<file path="src/rtl/tx_ptp_sched_pkg.sv">
// Shared types and constants for the PTP transmit-buffer scheduler.
package ptp_sched_pkg;

   typedef enum logic [2:0] {
      ST_IDLE  = 3'd0,
      ST_FETCH = 3'd1,
      ST_WRITE = 3'd2,
      ST_CTRL  = 3'd3,
      ST_POLL  = 3'd4,
      ST_GUARD = 3'd5,
      ST_DONE  = 3'd6
   } sched_state_e;

   localparam logic [31:0] CTRL_OFFSET  = 32'h200;
   localparam int unsigned TX_START_BIT = 15;
   localparam int unsigned LEN_W        = 9;
   localparam int unsigned BUF_WORDS    = 128;
   localparam int unsigned WIDX_W       = $clog2(BUF_WORDS);

   // Layout of the buffer control register
   typedef struct packed {
      logic [15:0]      rsvd_hi;
      logic             tx_start;
      logic [5:0]       rsvd_lo;
      logic [LEN_W-1:0] len;
   } tx_ctrl_t;

   function automatic tx_ctrl_t make_ctrl(input logic [LEN_W-1:0] len);
      tx_ctrl_t c;
      c          = '0;
      c.tx_start = 1'b1;
      c.len      = len;
      return c;
   endfunction

endpackage

</file>
<file path="src/rtl/tx_ptp_sched_rr_arb.sv">
// N-way round-robin pick; search starts at ptr, ptr advances past each served requester.
module ptp_rr_arb
   import ptp_sched_pkg::*;
#(
   parameter int unsigned N  = 4,
   parameter int unsigned IW = 2
) (
   input  logic          bus2ip_clk,
   input  logic          bus2ip_rst_n,
   input  logic [N-1:0]  req,
   input  logic          upd,
   input  logic [IW-1:0] upd_idx,
   output logic [N-1:0]  pick,
   output logic [IW-1:0] pick_idx,
   output logic          pick_vld
);

   logic [IW-1:0] ptr_q;
   logic [IW-1:0] j;

   always_ff @(posedge bus2ip_clk or negedge bus2ip_rst_n) begin
      if (!bus2ip_rst_n) begin
         ptr_q <= '0;
      end else if (upd) begin
         ptr_q <= (upd_idx == IW'(N-1)) ? '0 : upd_idx + IW'(1);
      end
   end

   always_comb begin
      pick     = '0;
      pick_idx = '0;
      pick_vld = 1'b0;
      j        = '0;
      for (int unsigned i = 0; i < N; i++) begin
         j = IW'((32'(ptr_q) + i) % N);
         if (!pick_vld && req[j]) begin
            pick_vld = 1'b1;
            pick_idx = j;
            pick[j]  = 1'b1;
         end
      end
   end

endmodule

</file>
<file path="src/rtl/tx_ptp_sched.sv">
// Shares the PTP transmit frame buffer among N requesters: copies the granted frame,
// kicks tx_start, waits for it to clear, then holds the buffer for a guard interval.
module tx_ptp_sched
   import ptp_sched_pkg::*;
#(
   parameter int unsigned N            = 4,
   parameter logic [31:0] TX_BUF_BADDR = 32'h2000,
   parameter int unsigned GUARD_CYCLES = 80,
   parameter int unsigned POLL_MAX     = 16
) (
   input  logic               bus2ip_clk,
   input  logic               bus2ip_rst_n,
   input  logic [N-1:0]       req_i,
   input  logic [N*LEN_W-1:0] len_i,
   output logic [N-1:0]       grant_o,
   output logic               word_req_o,
   output logic [WIDX_W-1:0]  word_idx_o,
   input  logic [N*32-1:0]    word_data_i,
   output logic [N-1:0]       done_o,
   output logic               err_o,
   output logic               busy_o,
   output logic [31:0]        m_addr_o,
   output logic [31:0]        m_data_o,
   output logic               m_wr_ce_o,
   output logic               m_rd_ce_o,
   input  logic [31:0]        m_data_i
);

   localparam int unsigned IW = (N > 1) ? $clog2(N) : 1;
   localparam int unsigned PW = $clog2(POLL_MAX + 1);
   localparam int unsigned GW = $clog2(GUARD_CYCLES + 1);
   localparam logic [31:0] CTRL_ADDR = TX_BUF_BADDR + CTRL_OFFSET;

   sched_state_e      state_q, state_d;
   logic [WIDX_W-1:0] k_q, k_d;
   logic [PW-1:0]     poll_q, poll_d;
   logic [GW-1:0]     guard_q, guard_d;
   logic [LEN_W-1:0]  len_q, len_d;
   logic              err_q, err_d;
   logic [IW-1:0]     gidx_q, gidx_d;
   logic [N-1:0]      grant_d;

   logic [N-1:0]      arb_pick;
   logic [IW-1:0]     arb_idx;
   logic              arb_vld;

   logic [N-1:0]      grant_nx, done_nx;
   logic              word_req_nx, err_nx, busy_nx, m_wr_nx, m_rd_nx;
   logic [WIDX_W-1:0] word_idx_nx;
   logic [31:0]       m_addr_nx;

   logic [LEN_W-1:0]  len_sel  [N];
   logic [31:0]       word_sel [N];
   logic [9:0]        wcnt;
   logic [WIDX_W-1:0] wlast;
   tx_ctrl_t          ctrl_word;
   logic              unused_rd;

   for (genvar i = 0; i < N; i++) begin : g_slice
      assign len_sel[i]  = len_i[LEN_W*i +: LEN_W];
      assign word_sel[i] = word_data_i[32*i +: 32];
   end

   // Word count rounds the byte length up; 10 bits so 511+3 does not overflow
   assign wcnt      = (10'(len_q) + 10'd3) >> 2;
   assign wlast     = WIDX_W'(wcnt - 10'd1);
   assign ctrl_word = make_ctrl(len_q);
   assign unused_rd = ^{m_data_i[31:TX_START_BIT+1], m_data_i[TX_START_BIT-1:0]};

   ptp_rr_arb #(.N(N), .IW(IW)) u_arb (
      .bus2ip_clk   (bus2ip_clk),
      .bus2ip_rst_n (bus2ip_rst_n),
      .req          (req_i),
      .upd          (state_q == ST_DONE),
      .upd_idx      (gidx_q),
      .pick         (arb_pick),
      .pick_idx     (arb_idx),
      .pick_vld     (arb_vld)
   );

   // State, counters and registered outputs
   always_ff @(posedge bus2ip_clk or negedge bus2ip_rst_n) begin
      if (!bus2ip_rst_n) begin
         state_q    <= ST_IDLE;
         k_q        <= '0;
         poll_q     <= '0;
         guard_q    <= '0;
         len_q      <= '0;
         err_q      <= 1'b0;
         gidx_q     <= '0;
         grant_o    <= '0;
         word_req_o <= 1'b0;
         word_idx_o <= '0;
         done_o     <= '0;
         err_o      <= 1'b0;
         busy_o     <= 1'b0;
         m_addr_o   <= '0;
         m_wr_ce_o  <= 1'b0;
         m_rd_ce_o  <= 1'b0;
      end else begin
         state_q    <= state_d;
         k_q        <= k_d;
         poll_q     <= poll_d;
         guard_q    <= guard_d;
         len_q      <= len_d;
         err_q      <= err_d;
         gidx_q     <= gidx_d;
         grant_o    <= grant_nx;
         word_req_o <= word_req_nx;
         word_idx_o <= word_idx_nx;
         done_o     <= done_nx;
         err_o      <= err_nx;
         busy_o     <= busy_nx;
         m_addr_o   <= m_addr_nx;
         m_wr_ce_o  <= m_wr_nx;
         m_rd_ce_o  <= m_rd_nx;
      end
   end

   // Next state; zero length is rejected from FETCH once len_q is valid
   always_comb begin
      state_d = state_q;
      k_d     = k_q;
      poll_d  = poll_q;
      guard_d = guard_q;
      len_d   = len_q;
      err_d   = err_q;
      gidx_d  = gidx_q;
      grant_d = grant_o;
      case (state_q)
         ST_IDLE: begin
            if (arb_vld) begin
               grant_d = arb_pick;
               gidx_d  = arb_idx;
               len_d   = len_sel[arb_idx];
               k_d     = '0;
               poll_d  = '0;
               guard_d = '0;
               err_d   = 1'b0;
               state_d = ST_FETCH;
            end
         end
         ST_FETCH: begin
            if (len_q == '0) begin
               err_d   = 1'b1;
               state_d = ST_DONE;
            end else begin
               state_d = ST_WRITE;
            end
         end
         ST_WRITE: begin
            if (k_q == wlast) begin
               state_d = ST_CTRL;
            end else begin
               k_d     = k_q + WIDX_W'(1);
               state_d = ST_FETCH;
            end
         end
         ST_CTRL: begin
            poll_d  = '0;
            state_d = ST_POLL;
         end
         ST_POLL: begin
            if (!m_data_i[TX_START_BIT]) begin
               guard_d = '0;
               state_d = ST_GUARD;
            end else if (poll_q == PW'(POLL_MAX - 1)) begin
               err_d   = 1'b1;
               guard_d = '0;
               state_d = ST_GUARD;
            end else begin
               poll_d = poll_q + PW'(1);
            end
         end
         ST_GUARD: begin
            if (guard_q == GW'(GUARD_CYCLES - 1)) begin
               state_d = ST_DONE;
            end else begin
               guard_d = guard_q + GW'(1);
            end
         end
         ST_DONE: begin
            grant_d = '0;
            err_d   = 1'b0;
            state_d = ST_IDLE;
         end
         default: begin
            grant_d = '0;
            err_d   = 1'b0;
            state_d = ST_IDLE;
         end
      endcase
   end

   // Output decode from the upcoming state so the registered outputs line up with it
   always_comb begin
      grant_nx    = grant_d;
      busy_nx     = (state_d != ST_IDLE);
      word_req_nx = (state_d == ST_FETCH) && (len_d != '0);
      word_idx_nx = (state_d == ST_FETCH) ? k_d : '0;
      m_wr_nx     = (state_d == ST_WRITE) || (state_d == ST_CTRL);
      m_rd_nx     = (state_d == ST_POLL);
      done_nx     = (state_d == ST_DONE) ? grant_d : '0;
      err_nx      = (state_d == ST_DONE) && err_d;
      m_addr_nx   = '0;
      case (state_d)
         ST_WRITE:         m_addr_nx = TX_BUF_BADDR + 32'({k_d, 2'b00});
         ST_CTRL, ST_POLL: m_addr_nx = CTRL_ADDR;
         default:          m_addr_nx = '0;
      endcase
   end

   // Write data passes straight through: requester data is valid only in the WRITE cycle
   always_comb begin
      m_data_o = '0;
      case (state_q)
         ST_WRITE: m_data_o = word_sel[gidx_q];
         ST_CTRL:  m_data_o = ctrl_word;
         default:  m_data_o = '0;
      endcase
   end

endmodule

</file>
<file path="config.mk">
export PLATFORM = sky130hd
export DESIGN_NAME = tx_ptp_sched
export DESIGN_NICKNAME = d
export VERILOG_FILES = /design/src/rtl/tx_ptp_sched_pkg.sv /design/src/rtl/tx_ptp_sched_rr_arb.sv /design/src/rtl/tx_ptp_sched.sv
export SDC_FILE = /design/constraint.sdc
export NUM_CORES = 1
export LEC_CHECK = 0
export ABC_AREA = 1
export ABC_CLOCK_PERIOD_IN_PS = 4650
export CAP_MARGIN = 30
export CELL_PAD_IN_SITES_DETAIL_PLACEMENT = 1
export CELL_PAD_IN_SITES_GLOBAL_PLACEMENT = 1
export CORE_MARGIN = 2
export CORE_UTILIZATION = 26
export DETAILED_ROUTE_END_ITERATION = 8
export PLACE_DENSITY_LB_ADDON = 0.1
export SETUP_SLACK_MARGIN = 0.3
export SLEW_MARGIN = 20
export SYNTH_ARGS = -nofsm -noshare
export SYNTH_HDL_FRONTEND = slang
export SYNTH_SLANG_ARGS = --single-unit
</file>
<file path="constraint.sdc">
create_clock -name bus2ip_clk -period 4.65 [get_ports bus2ip_clk]
set_input_delay 0.93 -clock bus2ip_clk [delete_from_list [all_inputs] [get_ports bus2ip_clk]]
set_output_delay 0.93 -clock bus2ip_clk [all_outputs]
set_load 0.02 [all_outputs]
</file>
-- Word level (Yosys, flattened, before mapping)
Index checks and enable logic that the tools add are counted.
- bits in registers: 88
- bits of input ports: 202
- output and inout bits: 84
- logic and storage cells: 154
- add/sub/neg operators: 10
- $lt $le $gt $ge: 10
- equality and inequality tests: 20
- muxes and demuxes: 67
- bitwise logic cells: 5
- reduce and logical (&&, ||, !) cells: 25
- operators with widths (operator ; count):
    32-bit one-hot mux with 2 select lines ; 2
    32-bit binary-select mux with 2-bit select ; 1
    32-bit two-way mux ; 2
    7-bit two-way mux ; 7
    9-bit two-way mux ; 4
    4-bit two-way mux ; 6
    7-bit one-hot mux with 3 select lines ; 1
    9-bit binary-select mux with 2-bit select ; 1
    3-bit one-hot mux with 6 select lines ; 1
    1-bit two-way mux ; 16
    14-bit by 9-bit adder with 15-bit output (first input constant) ; 1
    3-bit == test (second input constant) ; 5
    3-bit two-way mux ; 5
    5-bit two-way mux ; 3
    5-bit one-hot mux with 3 select lines ; 1
    7-bit by 1-bit adder with 7-bit output (second input constant) ; 2
    7-bit one-hot mux with 2 select lines ; 1
    3-bit by 2-bit == test with 1-bit output (second input constant) ; 4
    2-bit by 3-bit < comparator with 1-bit output (second input constant) ; 4
    2-bit two-way mux ; 6
    4-bit bitwise OR ; 3
    9-bit by 2-bit adder with 9-bit output (second input constant) ; 1
    1-bit logical AND ; 9
    9-bit zero test ; 1
    28 further kinds ; 50

-- Depth between registers and ports, before layout
- depth in word-level cells: 20
- depth in mapped cells: 20

-- Cells and area by module
From an unflattened synthesis, not the netlist that was laid out.
- cell total of the unflattened synthesis: 807
- area total of the unflattened synthesis: 5353.9 um^2
- modules (own cells, without submodules) (module ; instances ; cells an instance ; area an instance (um^2) ; sequential area each (um^2)):
    tx_ptp_sched ; 1 ; 725 ; 4808.4 ; 1576.5
    ptp_rr_arb ; 1 ; 82 ; 545.5 ; 50.0

-- Least setup slack after synthesis
Ideal clock, no wire load.
- path kind: register to output
- from: reg state_q[2]
- to: out m_data_o[16]
- arrival time: 1.920 ns
- required time: 3.720 ns
- setup slack: 1.800 ns
- cell stages (with the launch flop): 8
- path through: dfrtp_1 -> nor2_1 -> inv_1 -> nor2_2 -> clkinv_1 -> clkbuf_1 -> buf_1 -> a21oi_1
- cells in the longest elaborated chain, start to end: 2
- ends and longest elaborated chain (what ; RTL line ; source):
    from (decl) ; tx_ptp_sched.sv:34 ; sched_state_e state_q, state_d;
    from (signal assigned) ; tx_ptp_sched.sv:101 ; state_q <= state_d;
    3-bit by 2-bit == test with 1-bit output ; tx_ptp_sched.sv:216 ; case (state_q)
    32-bit one-hot mux with 2 select lines * ; tx_ptp_sched.sv:216 ;
    to (decl) ; tx_ptp_sched.sv:23 ; output logic [31:0] m_data_o,
Every way passes the cells marked *; elsewhere a longest branch is shown, timed or not.

-- Worst setup path after layout
- from: reg state_q[2]
- to: out m_data_o[4]
The elaborated chain is that of the path after synthesis.

==> metrics <==
synthesized area about 5400 um^2; DR iter-0 viols 129; Final Util 40.1%; outcome completed; Synth Warn # 0; Skew-Pair Late Insertion Delay 0.33 ns; Post-synth EDFFs 0; Pint 1470 uW; WL met2 around 11000 um; Pre-Repair DR Iteration Count 4; CTS tree done; Synth Register Bits 65; fmax 0.261 GHz; PortBufs 231; Non-Filler Instances 1320; RSZ-0062 raised after global routing no; CP max FO 36; sequential power share 26.7%; Overall Global Routing Usage 19.3%; Place WS 0.948 ns; IO Count 286; initial antenna violation count 1; wire length per cell 16.0 um; r2r setup slk between 1 and 1.5 ns; initial cell density of the core between 20% and 30%; Max-Cap Viols 0; root buf cell clkbuf_16; # clock sinks 65; DRT Wirelength 21100 um; # hold bufs at CTS 0; routed vias 6086; critical path class flip-flop to primary output; area leader, netlist dfrtp_1; clock tree buffer depth 2; Sw Share a little over two fifths; most common cell in the synthesized netlist nand2_1; Leak 0.00379 uW; first-pass GRT wire length 33300 um; design area 8140 um^2; cell area power density 314 nW/um^2; CP Launch Point state_q[2]; worst slew pin tran 0.845 ns; Logic pwr share about half; Post-DRT Antenna Nets 0; DP Area 7880 um^2; main flop type after synthesis dfrtp_1; Num CTS Buffers 9; Sw Pwr 1080 uW; Die X 148 um; placer congestion estimate 0.813; area grow syn2layout 51.2%; Die ar. 21900 um^2; commonest cells in the netlist nand2_1, nor2_1, inv_1, o21ai_0, dfrtp_1; grt ovf 0; worst r2r src u_arb.ptr_q[1]; Critical Path Sink m_data_o[4]; worst endpoint required time 3.72 ns; asr flop ratio synth 100%; clk slew on worst S/H paths roughly 0.05 ns; Worst Setup End Kind primary output; Final setup viols 0; fin crit period 3.83 ns; row count 52; Fill cells between 2000 and 3000; Yosys top cell area share 30.2%; Max H-tree Level 3; crit path DAT 2.90 ns; Syn Inst Count ~830; Residual DRC 0; M1 WL 8600 um; vias in the first global route 6363; Avg Inst Size Synth 6.51 um^2; final worst path period share 82.4%; Seq/Total Area, Yosys around 30%; Final Max Tran Viols 0; post-DP HPWL 16800 um; synth top area cells dfrtp_1, nand2_1, nor2_1; Worst VDD drop slightly below 200 uV; layout cells sized above 1 under 10%; Yosys cell types 50; vias per cell 4.61; Setup Fix Bufs, Post-CTS 0; Relative slew margins a little over two fifths; placed cells 1303; Final Skew roughly 0.0057 ns; crit path launch type flip-flop; largest net degree at the start of global routing 68; Reg-to-Reg End busy_o; Hold/Removal Path Class flip-flop to flip-flop; min setup slack post-route 0.818 ns; core area 20300 um^2; setup TNS 0 ns; endpoints failing hold 0; FF-to-FF path depth 13; Die Height roughly 150 um; Post-CTS Resized 0; Met3 Wirelength 1440 um; DR top layer met4; clock power share 23.4%; NumNets Final 1260
==> placed cells by master, fill, tap and decap left out, types with 3 or more instances in the layout <==
master,netlist,layout
nor2_1,116,116
a221o_1,10,10
nor2_2,3,3
ha_1,14,14
dfrtp_1,65,64
clkdlybuf4s50_1,0,230
nand2_1,206,206
clkbuf_1,17,3
nand4_1,10,10
nand3_1,60,60
inv_2,10,10
conb_1,1,23
clkbuf_16,0,9
o21ai_0,66,66
nor3_1,9,9
clkinv_2,1,5
inv_1,72,72
nor3b_1,3,3
xor2_1,6,6
buf_4,25,8
nand2_2,11,11
a21oi_1,62,62
nand3b_1,10,10
a21oi_2,3,3
==> flip-flops by register name, summed over array words and instances, names as in the netlist, 3 cells and up <==
signal,cells
done_o,4
len_q,9
k_q,7
poll_q,5
guard_q,7
state_q,3
grant_o,4
m_addr_o,9
word_idx_o,7
==> power groups by stage <==
stage                     Combinational, uW  Clock, uW  Sequential (uW)
after floorplan                         910          0              690
after global placement                 1260          0              691
after detailed placement               1280          0              692
after CTS                              1280        612              683
after global routing                   1450        639              692
final                                  1280        598              682
==> kinds of logic after synthesis <==
| kind of cell | count (synthesis) | synth area share, % |
|---|---|---|
| and+or+nand+nor | 446 | 37.3 |
| other | 1 | 0.0697 |
| muxes | 1 | 0.186 |
| adders and majority gates | 14 | 3.25 |
| DFF | 65 | 30.2 |
| xor gates and xnor gates | 8 | 1.44 |
| buffers and inverters | 142 | 12.0 |
| AOI/OAI and AO/OA | 150 | 15.5 |
==> final cells by class <==
| type | count | area, um^2 | area share [%] |
|---|---|---|---|
| multi-input combinational | 642 | 3190 | 39.2 |
| timing repair buffer | 240 | 2390 | 29.4 |
| sequential | 65 | 1630 | 20.0 |
| tap | 270 | 338 | 4.15 |
| inverter | 86 | 327 | 4.01 |
| clock buffer | 12 | 236 | 2.91 |
| clock inverter | 4 | 20.0 | 0.246 |
| antenna | 1 | 2.50 | 0.0307 |
==> stage by stage <==
step | hold slack (ns) | power, uW
6_report | 0.448 | 2560
5_1_grt | 0.474 | 2780
4_1_cts | 0.454 | 2580
3_5_place_dp | 0.448 | 1970
3_3_place_gp | 0.446 | 1950
2_1_floorplan | 0.425 | 1600
==> how the worst min path moves through the flow <==
| stage | start | end | slack (ns) | cells after the start |
|---|---|---|---|---|
| 3_3_place_gp | guard_q[2] | guard_q[2] | 0.45 | 1 |
| 5_1_grt | guard_q[2] | guard_q[2] | 0.47 | 1 |
| 3_5_place_dp | guard_q[2] | guard_q[2] | 0.45 | 1 |
| 6_report | guard_q[2] | guard_q[2] | 0.45 | 1 |
| 4_1_cts | guard_q[2] | guard_q[2] | 0.45 | 1 |
| 2_1_floorplan | guard_q[2] | guard_q[2] | 0.43 | 1 |
==> worst max-delay path, stage by stage, from the launching register on <==
cell,delay (ns)
dfrtp_1,0.43
nor2_1,0.21
inv_1,0.07
nor2_2,0.35
clkinv_1,0.12
buf_4,0.28
a221o_1,0.32
o21ai_0,0.08
clkdlybuf4s50_1,0.69
==> routing by layer <==
layer  up-vias  GRT usage, %
met4         0          5.33
met1      2832          22.1
met3        19          5.49
li1       3082             -
met5         -             0
met2       153          35.0
Note: power is estimated with default switching activity, not from simulation.
